## config.mk

```make
export PLATFORM = sky130hd
export DESIGN_NAME = seg7_scan_driver
export DESIGN_NICKNAME = d
export VERILOG_FILES = /design/src/rtl/seg7_pkg.sv /design/src/rtl/seg7_hex_decode.sv /design/src/rtl/seg7_scan_driver.sv
export SDC_FILE = /design/constraint.sdc
export NUM_CORES = 1
export LEC_CHECK = 0
export ABC_AREA = 1
export CORE_ASPECT_RATIO = 1.5
export CORE_MARGIN = 2
export CORE_UTILIZATION = 40
export CTS_BUF_LIST = sky130_fd_sc_hd__clkbuf_8 sky130_fd_sc_hd__clkbuf_16
export DETAILED_ROUTE_END_ITERATION = 8
export GPL_TIMING_DRIVEN = 0
export PLACE_DENSITY = 0.71
export SLEW_MARGIN = 10
export SYNTH_ARGS = -nofsm -noshare
export SYNTH_HDL_FRONTEND = slang
export SYNTH_SLANG_ARGS = --single-unit
```

## constraint.sdc

```tcl
create_clock -name clk -period 2.4 [get_ports clk]
set_input_delay 0.72 -clock clk [delete_from_list [all_inputs] [get_ports clk]]
set_output_delay 0.72 -clock clk [all_outputs]
set_load 0.01 [all_outputs]
```

## src/rtl/seg7_pkg.sv

```systemverilog
// Shared constants for the seven-segment scan driver.
// Segment table is active-high; bit0..6 = a..g, bit7 = dp.
package seg7_pkg;

  localparam int SEG_A  = 0;
  localparam int SEG_B  = 1;
  localparam int SEG_C  = 2;
  localparam int SEG_D  = 3;
  localparam int SEG_E  = 4;
  localparam int SEG_F  = 5;
  localparam int SEG_G  = 6;
  localparam int SEG_DP = 7;

  localparam logic [7:0] SEG_OFF = 8'h00;

  // Entry 15 first: packed index n gives the pattern for hex digit n.
  localparam logic [15:0][6:0] HEX_TBL = {
    7'h71, 7'h79, 7'h5E, 7'h39,
    7'h7C, 7'h77, 7'h6F, 7'h7F,
    7'h07, 7'h7D, 7'h6D, 7'h66,
    7'h4F, 7'h5B, 7'h06, 7'h3F
  };

  function automatic logic [6:0] hex_seg(input logic [3:0] nib);
    return HEX_TBL[nib];
  endfunction

endpackage

```

## src/rtl/seg7_hex_decode.sv

```systemverilog
// Nibble + dp + blank to an active-high segment byte.
// Purely combinational; polarity is applied by the caller.
import seg7_pkg::*;

module seg7_hex_decode (
  input  logic [3:0] nib,
  input  logic       dp,
  input  logic       blank,
  output logic [7:0] seg
);

  always_comb begin
    seg = SEG_OFF;
    if (!blank) begin
      seg[SEG_G:SEG_A] = hex_seg(nib);
      seg[SEG_DP]      = dp;
    end
  end

endmodule

```

## src/rtl/seg7_scan_driver.sv

```systemverilog
// Time-multiplexed seven-segment scanner with tear-free
// shadow update, leading-zero suppression and dead time.
import seg7_pkg::*;

module seg7_scan_driver #(
  parameter int DIGITS      = 4,
  parameter int SCAN_DIV    = 50000,
  parameter int BLANK_CYC   = 500,
  parameter int SEG_ACT_LOW = 0,
  parameter int SEL_ACT_LOW = 1,
  parameter int LZ_EN       = 1
) (
  input  logic                  clk,
  input  logic                  rst,
  input  logic                  load,
  input  logic [4*DIGITS-1:0]   data_in,
  input  logic [DIGITS-1:0]     dp_in,
  input  logic [DIGITS-1:0]     blank_in,
  input  logic                  lz_on,
  output logic [7:0]            seg,
  output logic [DIGITS-1:0]     sel,
  output logic                  frame_start,
  output logic                  busy
);

  localparam int IW = (DIGITS > 1) ? $clog2(DIGITS) : 1;
  localparam int CW = $clog2(SCAN_DIV);
  localparam int DW = 4 * DIGITS;

  localparam logic [7:0] SEG_IDLE =
    (SEG_ACT_LOW != 0) ? ~SEG_OFF : SEG_OFF;
  localparam logic [DIGITS-1:0] SEL_IDLE =
    (SEL_ACT_LOW != 0) ? {DIGITS{1'b1}} : {DIGITS{1'b0}};

  typedef struct packed {
    logic [DW-1:0]     data;
    logic [DIGITS-1:0] dp;
    logic [DIGITS-1:0] blank;
    logic              lz;
  } disp_t;

  logic [CW-1:0]     div_cnt_q, div_cnt_d;
  logic [IW-1:0]     dig_idx_q, dig_idx_d;
  disp_t             stg_q, stg_d;
  disp_t             shd_q, shd_d;
  logic              pend_q, pend_d;
  logic [7:0]        seg_q, seg_d;
  logic [DIGITS-1:0] sel_q, sel_d;
  logic              fs_q, fs_d;

  disp_t             in_w;
  logic              last_div;
  logic              frame_end;
  logic [DIGITS-1:0] supp;
  logic              run;
  logic [3:0]        cur_nib;
  logic              cur_dp;
  logic              cur_dark;
  logic [DIGITS-1:0] sel_hot;
  logic [7:0]        dec;

  assign in_w      = '{data: data_in, dp: dp_in,
                       blank: blank_in, lz: lz_on};
  assign last_div  = (div_cnt_q == CW'(SCAN_DIV - 1));
  assign frame_end = last_div && (dig_idx_q == IW'(DIGITS - 1));

  // Walk from the top digit down; a nonzero nibble or a dp ends the run.
  always_comb begin
    supp = '0;
    run  = 1'b1;
    for (int i = DIGITS - 1; i >= 0; i--) begin
      run = run && (shd_q.data[4*i +: 4] == 4'd0) && !shd_q.dp[i];
      supp[i] = run && shd_q.lz && (LZ_EN != 0) && (i != 0);
    end
  end

  always_comb begin
    cur_nib  = 4'd0;
    cur_dp   = 1'b0;
    cur_dark = 1'b0;
    sel_hot  = '0;
    for (int i = 0; i < DIGITS; i++) begin
      if (dig_idx_q == IW'(i)) begin
        cur_nib    = shd_q.data[4*i +: 4];
        cur_dp     = shd_q.dp[i];
        cur_dark   = shd_q.blank[i] || supp[i];
        sel_hot[i] = 1'b1;
      end
    end
  end

  seg7_hex_decode u_dec (
    .nib   (cur_nib),
    .dp    (cur_dp),
    .blank (cur_dark),
    .seg   (dec)
  );

  always_comb begin
    div_cnt_d = last_div ? '0 : div_cnt_q + CW'(1);
    dig_idx_d = dig_idx_q;
    if (last_div) begin
      dig_idx_d = (dig_idx_q == IW'(DIGITS - 1)) ?
                  '0 : dig_idx_q + IW'(1);
    end

    stg_d  = load ? in_w : stg_q;
    shd_d  = shd_q;
    pend_d = pend_q;
    // A load on the frame-end cycle bypasses staging into shadow.
    if (frame_end) begin
      pend_d = 1'b0;
      if (load)        shd_d = in_w;
      else if (pend_q) shd_d = stg_q;
    end else if (load) begin
      pend_d = 1'b1;
    end

    seg_d = SEG_IDLE;
    sel_d = SEL_IDLE;
    if (div_cnt_q >= CW'(BLANK_CYC)) begin
      seg_d = (SEG_ACT_LOW != 0) ? ~dec : dec;
      sel_d = (SEL_ACT_LOW != 0) ? ~sel_hot : sel_hot;
    end
    fs_d = (div_cnt_q == '0) && (dig_idx_q == '0);
  end

  always_ff @(posedge clk) begin
    if (rst) begin
      div_cnt_q <= '0;
      dig_idx_q <= '0;
      stg_q     <= '0;
      shd_q     <= '0;
      pend_q    <= 1'b0;
      seg_q     <= SEG_IDLE;
      sel_q     <= SEL_IDLE;
      fs_q      <= 1'b0;
    end else begin
      div_cnt_q <= div_cnt_d;
      dig_idx_q <= dig_idx_d;
      stg_q     <= stg_d;
      shd_q     <= shd_d;
      pend_q    <= pend_d;
      seg_q     <= seg_d;
      sel_q     <= sel_d;
      fs_q      <= fs_d;
    end
  end

  assign seg         = seg_q;
  assign sel         = sel_q;
  assign frame_start = fs_q;
  assign busy        = pend_q;

endmodule

```

# ---- Word-level counts from Yosys, hierarchy flattened
# Memories as Yosys holds them, arrays and structs flattened. A register that Yosys moved wholly into a read port is not among the register bits.
# Cells that the tools add are included.
dict set report word_totals {
  wordCells 72
  output_inout_bits 14
  memories 1
  input_bits 28
  regBits 82
  rom_bits 112
}
dict set report op_classes {
  eq_ne 4
  n_reduce_logical 27
  addsub 2
  mux 20
  n_lt_le_gt_ge 2
  bitwise 2
}
# memory words width rd rd_ports_with_merged_regs write_ports line
set mem_list {}
lappend mem_list {{(no name shown)} 16 7 1 1 0 seg7_pkg.sv:25} ;# return HEX_TBL[nib];
# op count
set op_table {}
lappend op_table {{2-to-1 mux 25 bit} 2}
lappend op_table {{adder 16 x 1 -> 16 bit, second input constant} 1}
lappend op_table {{equality test 16 bit, second input constant} 1}
lappend op_table {{greater-or-equal comparator 16 x 9 -> 1 bit, second input constant} 1}
lappend op_table {{logical NOT 16 bit} 1}
lappend op_table {{2-to-1 mux 4 bit} 4}
lappend op_table {{logical NOT 4 bit} 3}
lappend op_table {{2-to-1 mux 1 bit} 12}
lappend op_table {{logical AND 1 bit} 10}
lappend op_table {{2-to-1 mux 7 bit} 1}
lappend op_table {{OR reduction 2 bit} 3}
lappend op_table {{< comparator 4 x 5 -> 1 bit, second input constant} 1}
lappend op_table {{equality test 2 bit, second input constant} 2}
lappend op_table {{inverter 4 bit} 1}
lappend op_table {{logical NOT 1 bit} 3}
lappend op_table {{logical OR 1 bit} 3}
lappend op_table {{OR reduction 3 bit} 1}
lappend op_table {{adder 2 x 1 -> 2 bit, second input constant} 1}
lappend op_table {{equality test 2 x 1 -> 1 bit, second input constant} 1}
lappend op_table {{logical NOT 2 bit} 1}
lappend op_table {{2-to-1 mux 2 bit} 1}
lappend op_table {{AND reduction 2 bit} 1}
lappend op_table {{nonzero test 2 bit} 1}
lappend op_table {{inverter 1 bit} 1}

# ---- Depth between registers and ports, before layout
# Gate-level depths: netlist of the first run.
dict set report depth {
  depth_word 12
  depth_mapped 14
  mapped_depth_nobuf 14
}

# ---- Cells and area by module
# From an unflattened synthesis of the first run, not the netlist that was laid out.
dict set report hier_totals {
  hier_cells 541
  area_unflattened_um2 3882.5
}
# mod instances area_per_inst_um2 seq_area_each_um2 cells_each
set by_module_without_submodules {}
lappend by_module_without_submodules {seg7_scan_driver 1 3611.0 1641.6 492}
lappend by_module_without_submodules {seg7_hex_decode 1 271.5 0.0 49}

# ---- Worst setup path after synthesis of the first run
# No wires, ideal clock.
dict set report synth_path {
  kind {reg2reg}
  start {reg dig_idx_q[0]}
  end {reg seg_q[3], in the netlist seg[3]}
  arrival_time_ps 1861
  path_buffers 1
  slack_ps 423
  synth_period_minus_slack_ps 1977
  path_stages_with_launch 13
  cell_sequence {dfxtp_1 inv_1 ha_1 buf_2 a21oi_1 nand2_1 a21boi_0 ha_1 nand3_1 nand3_1 nand2_1 inv_1 nor2_1}
}
dict set report synth_via {
  elab_chain_cells 6
  word_cells_on_any_way 13
  classes_between {eq/ne: 3; mux: 8; reduce/logical: 2}
}
# item line
set synth_rtl {}
lappend synth_rtl {{start, declared} seg7_scan_driver.sv:43} ;# logic [IW-1:0] dig_idx_q, dig_idx_d;
lappend synth_rtl {{start signal, assigned} seg7_scan_driver.sv:140} ;# dig_idx_q <= dig_idx_d;
lappend synth_rtl {{logical NOT 2 bit} seg7_scan_driver.sv:83} ;# if (dig_idx_q == IW'(i)) begin
lappend synth_rtl {{2-to-1 mux 1 bit (4 in a row)} seg7_scan_driver.sv:83}
lappend synth_rtl {{OR reduction 3 bit (no line)} --}
lappend synth_rtl {{end, declared} seg7_scan_driver.sv:47} ;# logic [7:0] seg_q, seg_d;
# Several ways; a longest one is shown, not always the timed one.
# A chain may end at the register's enable or synchronous reset.

# ---- Worst setup path in the final report of the first run
# Ends and elaborated chain as after synthesis.

==> insert_results.sql, run 1 <==
INSERT INTO impl_metrics (metric_group, metric, value, unit) VALUES
('routing', 'totalWireLength', '8110', 'um'),
('floorplan', 'rows', '44', ''),
('placement', 'detailedPlacementHpwl', '6260', 'um'),
('sta', 'fin_crit_sh', '89.8', '%'),
('routing', 'drtAntennaViolNets', '0', ''),
('sta', 'min_setup_slack_post_route', '244', 'ps'),
('global_routing', 'initial_antenna_violation_count', '0', ''),
('global_routing', 'grt_use_total', '16.2', '%'),
('floorplan', 'chipWidth', '84.8', 'um'),
('routing', 'total_via_count_after_detailed_routing', '3284', ''),
('synthesis', 'post_synth_main_area_contributors', 'dfxtp_1 42%, inv_1 7.7%, nand2_1 6.4%, nor2_1 5.7%, a21oi_2 4.9%', ''),
('worst_setup_path', 'worst-endpoint-arrival', '2390', 'ps'),
('run', 'max_cap_viols', '0', ''),
('layout', 'diodes', '0', ''),
('synthesis', 'synth_cell_type_count', '41', ''),
('synthesis', 'synth_ff_type', 'dfxtp_1', ''),
('cts', 'cts_htree_levels', '3', ''),
('routing', 'dr.pass1.iters', '4', ''),
('worst_setup_path', 'start_kind', 'register', ''),
('sta', 'max_freq', '0.464', 'GHz'),
('synthesis', 'synth_async_sr_flop_share', '0', '%'),
('global_routing', 'grt_pass1_vias', '3159', ''),
('cts', 'clock_latency', '350', 'ps'),
('synthesis', 'synthCells', '520', ''),
('layout', 'fin_nets', '611', ''),
('sta', 'slew_violations', '0', ''),
('floorplan', 'dieHeight', '125', 'um'),
('synthesis', 'synth_top_family_by_area', 'simple AND/OR/NAND/NOR gates', ''),
('status', 'status', 'complete, no violations', ''),
('global_routing', 'grt_start_max_net_pins', '14', ''),
('routing', 'route.detailed.vias_per_inst', '4.76', ''),
('synthesis', 'yosys.area_share.xor_xnor', '0.447', '%'),
('sta', 'worst-slew-pin-transition', '484', 'ps'),
('synthesis', 'synth_seq_area_share', '41.9', '%'),
('placement', 'finalWeightedCongestion', '0.874', ''),
('global_routing', 'overflow', '0', ''),
('cts', 'clockRootBuffer', 'clkbuf_16', ''),
('floorplan', 'floorplan.core_area', '0.00963', 'sq mm'),
('sta', 'rsz0062_at_grt', 'no', ''),
('sta', 'timing.final.crit_period', '2160', 'ps'),
('routing', 'detail_route.iter0.violations', '127', ''),
('synthesis', 'mappedNetlistNets', '561', ''),
('cts', 'holdBufCountCts', '0', ''),
('cts', 'cts-buffers-inserted', '9', ''),
('layout', 'drive_gt1_share', '16.9', '%'),
('cts', 'numClockSinks', '82', ''),
('synthesis', 'synth_compound_area_share', '16.9', '%'),
('placement', 'io_buffer_count', '39', ''),
('power', 'power.density', '661', 'mW/mm^2'),
('power', 'power.leakage', '2.07', 'nW'),
('synthesis', 'yosysTopAreaCellShare', '41.9', '%'),
('layout', 'fin_cells', '690', ''),
('synthesis', 'synth-edff-count', '0', ''),
('placement', 'place_worst_setup_slack', '53.1', 'ps'),
('cts', 'tritoncts', 'done', ''),
('global_routing', 'grt_first_pass_wirelength', '14000', 'um'),
('routing', 'drc', '0', ''),
('synthesis', 'library_cell_occupying_the_most_area_in_the_post_synthesis_netlist', 'dfxtp_1', ''),
('floorplan', 'boundary_pins', '42', ''),
('sta', 'final.setup_skew', '7.99', 'ps'),
('synthesis', 'ys.warnings.count', '0', ''),
('worst_setup_path', 'setup.worst_path.end_class', 'register', ''),
('worst_setup_path', 'worst-endpoint-required', '2630', 'ps'),
('routing', 'detail_route.wl_per_cell', '11.7', 'um'),
('sta', 'finalSetupTns', '0', 'ps'),
('synthesis', 'syn_avg_cell_area', '7.54', 'sq um'),
('sta', 'slew_headroom', '67.7', '%'),
('worst_hold_path', 'timing.hold.worst.class', 'reg2reg', ''),
('synthesis', 'mappedNetlistArea', '0.00392', 'sq mm'),
('sta', 'timing.final.setup_violations', '0', ''),
('sta', 'final_hold_viol_count', '0', ''),
('layout', 'area_delta_synth_final', '22.5', '%'),
('power', 'vdd_ir_drop_max', '0.000491', 'V'),
('placement', 'post-place-cells', '674', ''),
('floorplan', 'start_util', '40.7', '%'),
('floorplan', 'die_footprint', '0.0106', 'sq mm'),
('worst_setup_path', 'criticalPathCategory', 'reg2reg', ''),
('synthesis', 'synth-simple-area-share', '25.6', '%'),
('cts', 'clock_path_buffers', '2', ''),
('synthesis', 'yosys.area_share.adder', '4.15', '%'),
('worst_setup_path', 'maximum_fanout_along_the_worst_path', '10', ''),
('synthesis', 'synth.ff_latch_count', '82', ''),
('synthesis', 'synthMuxAreaShare', '0.255', '%'),
('cts', 'clk_pin_slew', '60', 'ps');
## where the power goes
| part | switching, mW | total, mW | leakage (nW) | internal, mW |
|---|---|---|---|---|
| combinational | 0.0968 | 0.189 | 1.23 | 0.0917 |
| sequential | 0.0125 | 1.41 | 0.668 | 1.40 |
| clock | 0.540 | 1.58 | 0.175 | 1.04 |
| total | 0.650 | 3.18 | 2.07 | 2.53 |
## registers in the layout, summed over array words and instances, names as in the netlist
register / flops
sel: 4
frame_start: 1
dig_idx_q: 2
shd_q: 25
stg_q: 25
busy: 1
div_cnt_q: 16
seg: 8
## placed cells by master, fill, tap and decap left out, types with 9 or more instances in the layout
cell type,instances
inv_1,82
dfxtp_1,82
nand2_1,67
nor2_1,60
clkdlybuf4s50_1,39
o21ai_1,32
a21oi_1,27
or2_2,26
o21ai_0,24
a21oi_2,23
nand3_1,19
ha_1,13
clkbuf_16,9
## Yosys cell counts, types with 2 or more instances
cell and number:
dfxtp_1 82, inv_1 80, nand2_1 67, nor2_1 60, o21ai_1 32, a21oi_1 28, or2_2 26, o21ai_0 24
a21oi_2 22, nand3_1 19, ha_1 13, nand2_2 8, nor3_1 8, clkbuf_1 7, nor2_2 6, buf_2 4
buf_6 4, nand4_1 3, nand4_2 3, buf_4 2, inv_2 2
## final timing paths
kind | startpoint | to | slack [ps] | cells past startpoint
setup / recovery | dig_idx_q[0]$_SDFFE_PP0N_ | seg[3]$_SDFF_PP0_ | 240 | 12
hold / removal | shd_q[0]$_SDFFE_PP0P_ | shd_q[0]$_SDFFE_PP0P_ | 440 | 2
hold reg to reg | shd_q[0]$_SDFFE_PP0P_ | shd_q[0]$_SDFFE_PP0P_ | 440 | 2
setup reg to reg | dig_idx_q[0]$_SDFFE_PP0N_ | seg[3]$_SDFF_PP0_ | 240 | 12
## kinds of logic (layout without fill, tap and decap cells)
family / after synthesis / in the layout
XOR/XNOR: 2 / 2
adder cells (fa/ha/maj): 13 / 13
buffers and inverters: 101 / 156
AND/OR/NAND/NOR: 208 / 208
multiplexers: 1 / 1
flip-flops: 82 / 82
AO/OA/AOI/OAI: 113 / 113
## worst max-delay path: stages, from the launching register on
cell and delay, ps:
dfxtp_1 390, inv_1 100, ha_1 210, buf_2 180, a21oi_1 140, nand2_1 110, a21boi_1 370, ha_1 230
nand3_1 90, nand3_1 100, nand2_1 50, inv_1 40, nor2_1 30
## cell type report
cell class                 instances  area (sq um)
fill                             937          4830
tap                              115           144
sequential                        82          1640
clock inverter                     6           106
clock buffer                      10           239
multi-input combinational        337          1860
timing repair buffer              39           390
buffer                            18           110
inverter                          83           312
## per-layer routing
layer  wire length (um)  track usage [%]  share of wire (%)
met1               3360             17.5                 41
met2               4260             29.2                 53
met3                242             2.97                3.0
met4                246             8.87                3.0
met5                  0                0                  0
## through the flow
stage	total power [mW]	instance area (sq um)	utilization, %	hold WS [ps]
5_1_grt	3.29	4800	49.9	479
3_3_place_gp	1.62	4450	46.2	435
4_1_cts	3.19	4800	49.8	446
6_report	3.18	4800	49.9	445
3_5_place_dp	1.63	4450	46.2	437
2_1_floorplan	1.55	3920	-	423
## timing repair
| item | in CTS | in global routing |
|---|---|---|
| setup buffers | 0 | 0 |
| resized for setup | 0 | 2 |
| endpoints found under the setup margin | 0 | 6 |
Note: power is estimated with default switching activity, not from simulation.
==> inputs of run 2 (changes only) <==
CAP_MARGIN = 20   (was not set)
==> results of run 2 <==
No change in the layout: final DEF, timing and power equal those of run 1.
==> inputs of run 3 (changes only) <==
TNS_END_PERCENT = 5   (was not set)
==> results of run 3 <==
No change in the layout: final DEF, timing and power equal those of run 1.
==> variant 1 (settings of run 2) <==
Register the output `sel` once more, cleared by the reset; this adds one clock of latency there. The other outputs are not delayed to match.
--- a/src/rtl/seg7_scan_driver.sv
+++ b/src/rtl/seg7_scan_driver.sv
@@ -148,7 +148,13 @@
   end
 
   assign seg         = seg_q;
-  assign sel         = sel_q;
+  always_ff @(posedge clk) begin
+    if (rst) begin
+      sel <= '0;
+    end else begin
+      sel <= sel_q;
+    end
+  end
   assign frame_start = fs_q;
   assign busy        = pend_q;
 
Check against the original RTL: not equivalent (Yosys sat finds a counterexample within 4 cycles, from zero or initial values and one cycle with rst high).
==> variant 1 against run 2 <==
Area after synthesis increased by 2.8%; routed wire length is 6.6% higher; combinational power up 8%; sequential cell count up 4; critical path depth rose by 3; sequential power rose by 5%; setup slack improved by 0.0018 ns; non-clock buffer count grew 1; clock power is 17% lower; final area up 1.4%; die area rose by 2.7%; power shrank 5.8%; critical path type unchanged.
==> variant 1: results <==
export IMPL_worst_path_max_fanout=8
export IMPL_nClkBuffers=11
export IMPL_fillers=958
export IMPL_gp_congestion=0.8500
export IMPL_p_leak_uw=0.002096
export IMPL_clock_skew_ns=0.008856
export IMPL_p_total_uw=2991
export IMPL_worstHoldEndpoint="sel[3]$_SDFF_PP0_"
export IMPL_syn_avg_cell_area_um2=7.561
export IMPL_clkCellAreaFrac_pct=5.884
export IMPL_synth_mux_area_share_pct=0.2484
export IMPL_regArea_mm2=0.001722
export IMPL_post_place_cells=688
export IMPL_multi_input_gates=342
export IMPL_first_pass_iters=5
export IMPL_r2r_cells=15
export IMPL_instances_no_fill=704
export IMPL_multi_input_area_share_pct=38.44
export IMPL_met2_length_um=4584
export IMPL_switching_power_uw=669.1
export IMPL_pre_cts_slack_ns=0.004070
export IMPL_drt_wl_total_um=8643
export IMPL_min_delay_start="sel_q[3]$_SDFF_PP1_"
export IMPL_status="completed"
export IMPL_grt_max_degree=15
export IMPL_layout_drive_gt1_share_pct=16.81
export IMPL_use_met3_pct=3.774
export IMPL_grt_pass1_vias=3311
export IMPL_netlist_cell_type_count=39
export IMPL_inverters=87
export IMPL_power_frac_comb_pct=6.8
export IMPL_groute_usage_overall_pct=16.76
export IMPL_whs_ns=0.4026
export IMPL_io_buffers=40
export IMPL_synth_area_top_cells="dfxtp_1, inv_1, nand2_1"
export IMPL_yosys_top_cells_count="dfxtp_1, inv_1, nand2_1, nor2_1, o21ai_1"
export IMPL_dpl_hpwl_um=6525
export IMPL_signal_buffers=58
export IMPL_synthXorXnorAreaFrac_pct=0.4346
export IMPL_powerSeq_uw=1480
export IMPL_yosys_register_bits=86
export IMPL_drt_iter0_drc=158
export IMPL_ir_drop_mv=0.4499
export IMPL_tightest_slew_ns=0.4780
export IMPL_via_per_inst=4.831
export IMPL_grt_util_met1_pct=16.72
variant 1: cell count changes after synthesis, moves of 2 or more:
cell	before	now
nand2_1	67	70
nor2_1	60	64
inv_1	80	84
clkbuf_1	7	9
a21oi_1	28	25
nand3_1	19	22
dfxtp_1	82	86
buf_2	4	1
variant 1: worst max-delay path by stage:
stage,startpoint,to,slack [ns]
global placement,rst,shd_q[17]$_SDFFE_PP0P_,0.05
CTS,dig_idx_q[0]$_SDFFE_PP0N_,seg[3]$_SDFF_PP0_,0.12
floorplan,dig_idx_q[0]$_SDFFE_PP0N_,seg[3]$_SDFF_PP0_,0.47
detailed placement,rst,shd_q[18]$_SDFFE_PP0P_,0.004
global route,dig_idx_q[0]$_SDFFE_PP0N_,seg[3]$_SDFF_PP0_,0.07
finish,dig_idx_q[0]$_SDFFE_PP0N_,seg[3]$_SDFF_PP0_,0.25
variant 1: timing repair:
item / in CTS / in global routing
endpoints found under the setup margin: 0 / 3
resized for setup: 0 / 3
endpoints found under the hold margin: 0 / 0
==> variant 2 (flow settings as in run 2) <==
Without the edit above. Set the parameter `LZ_EN` to 0 (it was 1).
--- a/src/rtl/seg7_scan_driver.sv
+++ b/src/rtl/seg7_scan_driver.sv
@@ -8,7 +8,7 @@
   parameter int BLANK_CYC   = 500,
   parameter int SEG_ACT_LOW = 0,
   parameter int SEL_ACT_LOW = 1,
-  parameter int LZ_EN       = 1
+  parameter int LZ_EN       = 0
 ) (
   input  logic                  clk,
   input  logic                  rst,
Check against the original RTL: no difference found for any inputs over 10 cycles, from zero or initial values and one cycle with rst high; that may be too few to reach the edited logic, so the function may still have changed.
==> variant 2 against run 2 <==
Routed wire length increased by 1.4%; clock skew decreased by 0.0023 ns; final area decreased by 2.2%; critical path depth increased by 1; combinational power decreased by 7%; power decreased by 4.0%; sequential cell count decreased by 2; die area decreased by 1.8%; area after synthesis decreased by 1.9%; via count decreased by 0.12%; first-iteration DRC count increased by 3.9%; setup slack improved by 0.035 ns; non-clock buffer count increased by 3; largest power group unchanged.
==> variant 2: results <==
export IMPL_largestRegisters="shd_q: 24 flops, stg_q: 24 flops, div_cnt_q: 16 flops"
export IMPL_routedWlPerCell_um=12.05
export IMPL_tightest_slew_ns=0.4722
export IMPL_worst_path_max_fanout=8
export IMPL_layout_drive_gt1_share_pct=8.947
export IMPL_syn_num_nets=559
export IMPL_ir_drop_mv=0.4289
export IMPL_ys_seq_area_share_pct=41.63
export IMPL_nets=608
export IMPL_grt_pass1_vias=3237
export IMPL_r2r_slack_ns=0.28
export IMPL_first_pass_iters=5
export IMPL_antenna_found_initial=0
export IMPL_yosysTopAreaCellShare_pct=41.63
export IMPL_yosys_top_cells_count="nand2_1, nor2_1, dfxtp_1, inv_1, nand4_1"
export IMPL_grt_max_degree=13
export IMPL_drcViolationCount=0
export IMPL_clock_skew_ns=0.005699
export IMPL_netlist_cell_type_count=36
export IMPL_clockBufferDepth=2
export IMPL_r2r_cells=13
export IMPL_status="completed"
export IMPL_gp_congestion=0.9041
export IMPL_via_per_inst=4.809
export IMPL_dpl_hpwl_um=6318
export IMPL_synth_area_top_cells="dfxtp_1, nand2_1, nor2_1"
export IMPL_fillers=879
export IMPL_p_leak_uw=0.002033
export IMPL_io_buffers=38
export IMPL_grt_pass1_wl_um=14100
export IMPL_swShare_pct=19.96
variant 2: path summary, 6_finish.rpt:
check                                               start                    end
worst max-delay path            dig_idx_q[1]$_SDFFE_PP0N_      seg[0]$_SDFF_PP0_
worst min-delay path                stg_q[1]$_SDFFE_PP0P_  stg_q[1]$_SDFFE_PP0P_
worst max register to register  dig_idx_q[1]$_SDFFE_PP0N_      seg[0]$_SDFF_PP0_
worst min register to register      stg_q[1]$_SDFFE_PP0P_  stg_q[1]$_SDFFE_PP0P_
variant 2: metrics by stage:
stage / area, µm² / instances / setup WS (ns) / power [µW] / hold slack [ns]
2_1_floorplan: 3847 / 518 / 0.4322 / 1499 / 0.4510
3_3_place_gp: 4368 / 668 / 0.1036 / 1571 / 0.4669
3_5_place_dp: 4368 / 668 / 0.06225 / 1575 / 0.4805
4_1_cts: 4692 / 682 / 0.03688 / 3081 / 0.4961
5_1_grt: 4696 / 682 / 0.01686 / 3157 / 0.5085
6_report: 4696 / 682 / 0.2787 / 3049 / 0.4896
variant 2: kinds of logic after synthesis:
group | synth area share (%)
AND/OR/NAND/NOR | 31.25
buffers and inverters | 10.99
flip-flops | 41.63
AO/OA/AOI/OAI | 4.520
multiplexers | 6.244
adder cells (fa/ha/maj) | 4.228
XOR/XNOR | 1.138
variant 2: layer usage:
| metal | vias up | routed length, µm | GRT usage [%] |
|---|---|---|---|
| li1 | 1722 | - | - |
| met1 | 1480 | 3314 | 17.64 |
| met2 | 60 | 4349 | 31.20 |
| met3 | 18 | 282 | 2.651 |
| met4 | 0 | 274 | 12.20 |
| met5 | - | 0 | 0 |
variant 2: critical path: stages, from the launching register on:
cell,delay (ns)
dfxtp_1,0.39
inv_1,0.09
ha_1,0.18
buf_4,0.16
nor2_1,0.17
nand2_1,0.08
nand2_1,0.09
nand2_1,0.05
nand2_1,0.15
inv_1,0.13
ha_1,0.22
nand3_1,0.10
nand3_1,0.09
a21oi_1,0.15
variant 2: layout make-up:
class	count	area [µm²]	area share (%)
plain buffers	22	142.6	3.038
clock buffers	9	225.2	4.796
clock inverters	5	98.84	2.105
inverters	74	280.3	5.969
multi-input cells	342	1827	38.90
flip-flops and latches	80	1602	34.11
well taps	112	140.1	2.984
repair buffers	38	380.4	8.100
variant 2: power groups by stage:
stage               clock [µW]  combinational (µW)  sequential [µW]
detailed placement           0                 175             1400
CTS                       1530                 176             1370
finish                    1500                 175             1370
global placement             0                 172             1400
floorplan                    0                 100             1400
global route              1590                 193             1370
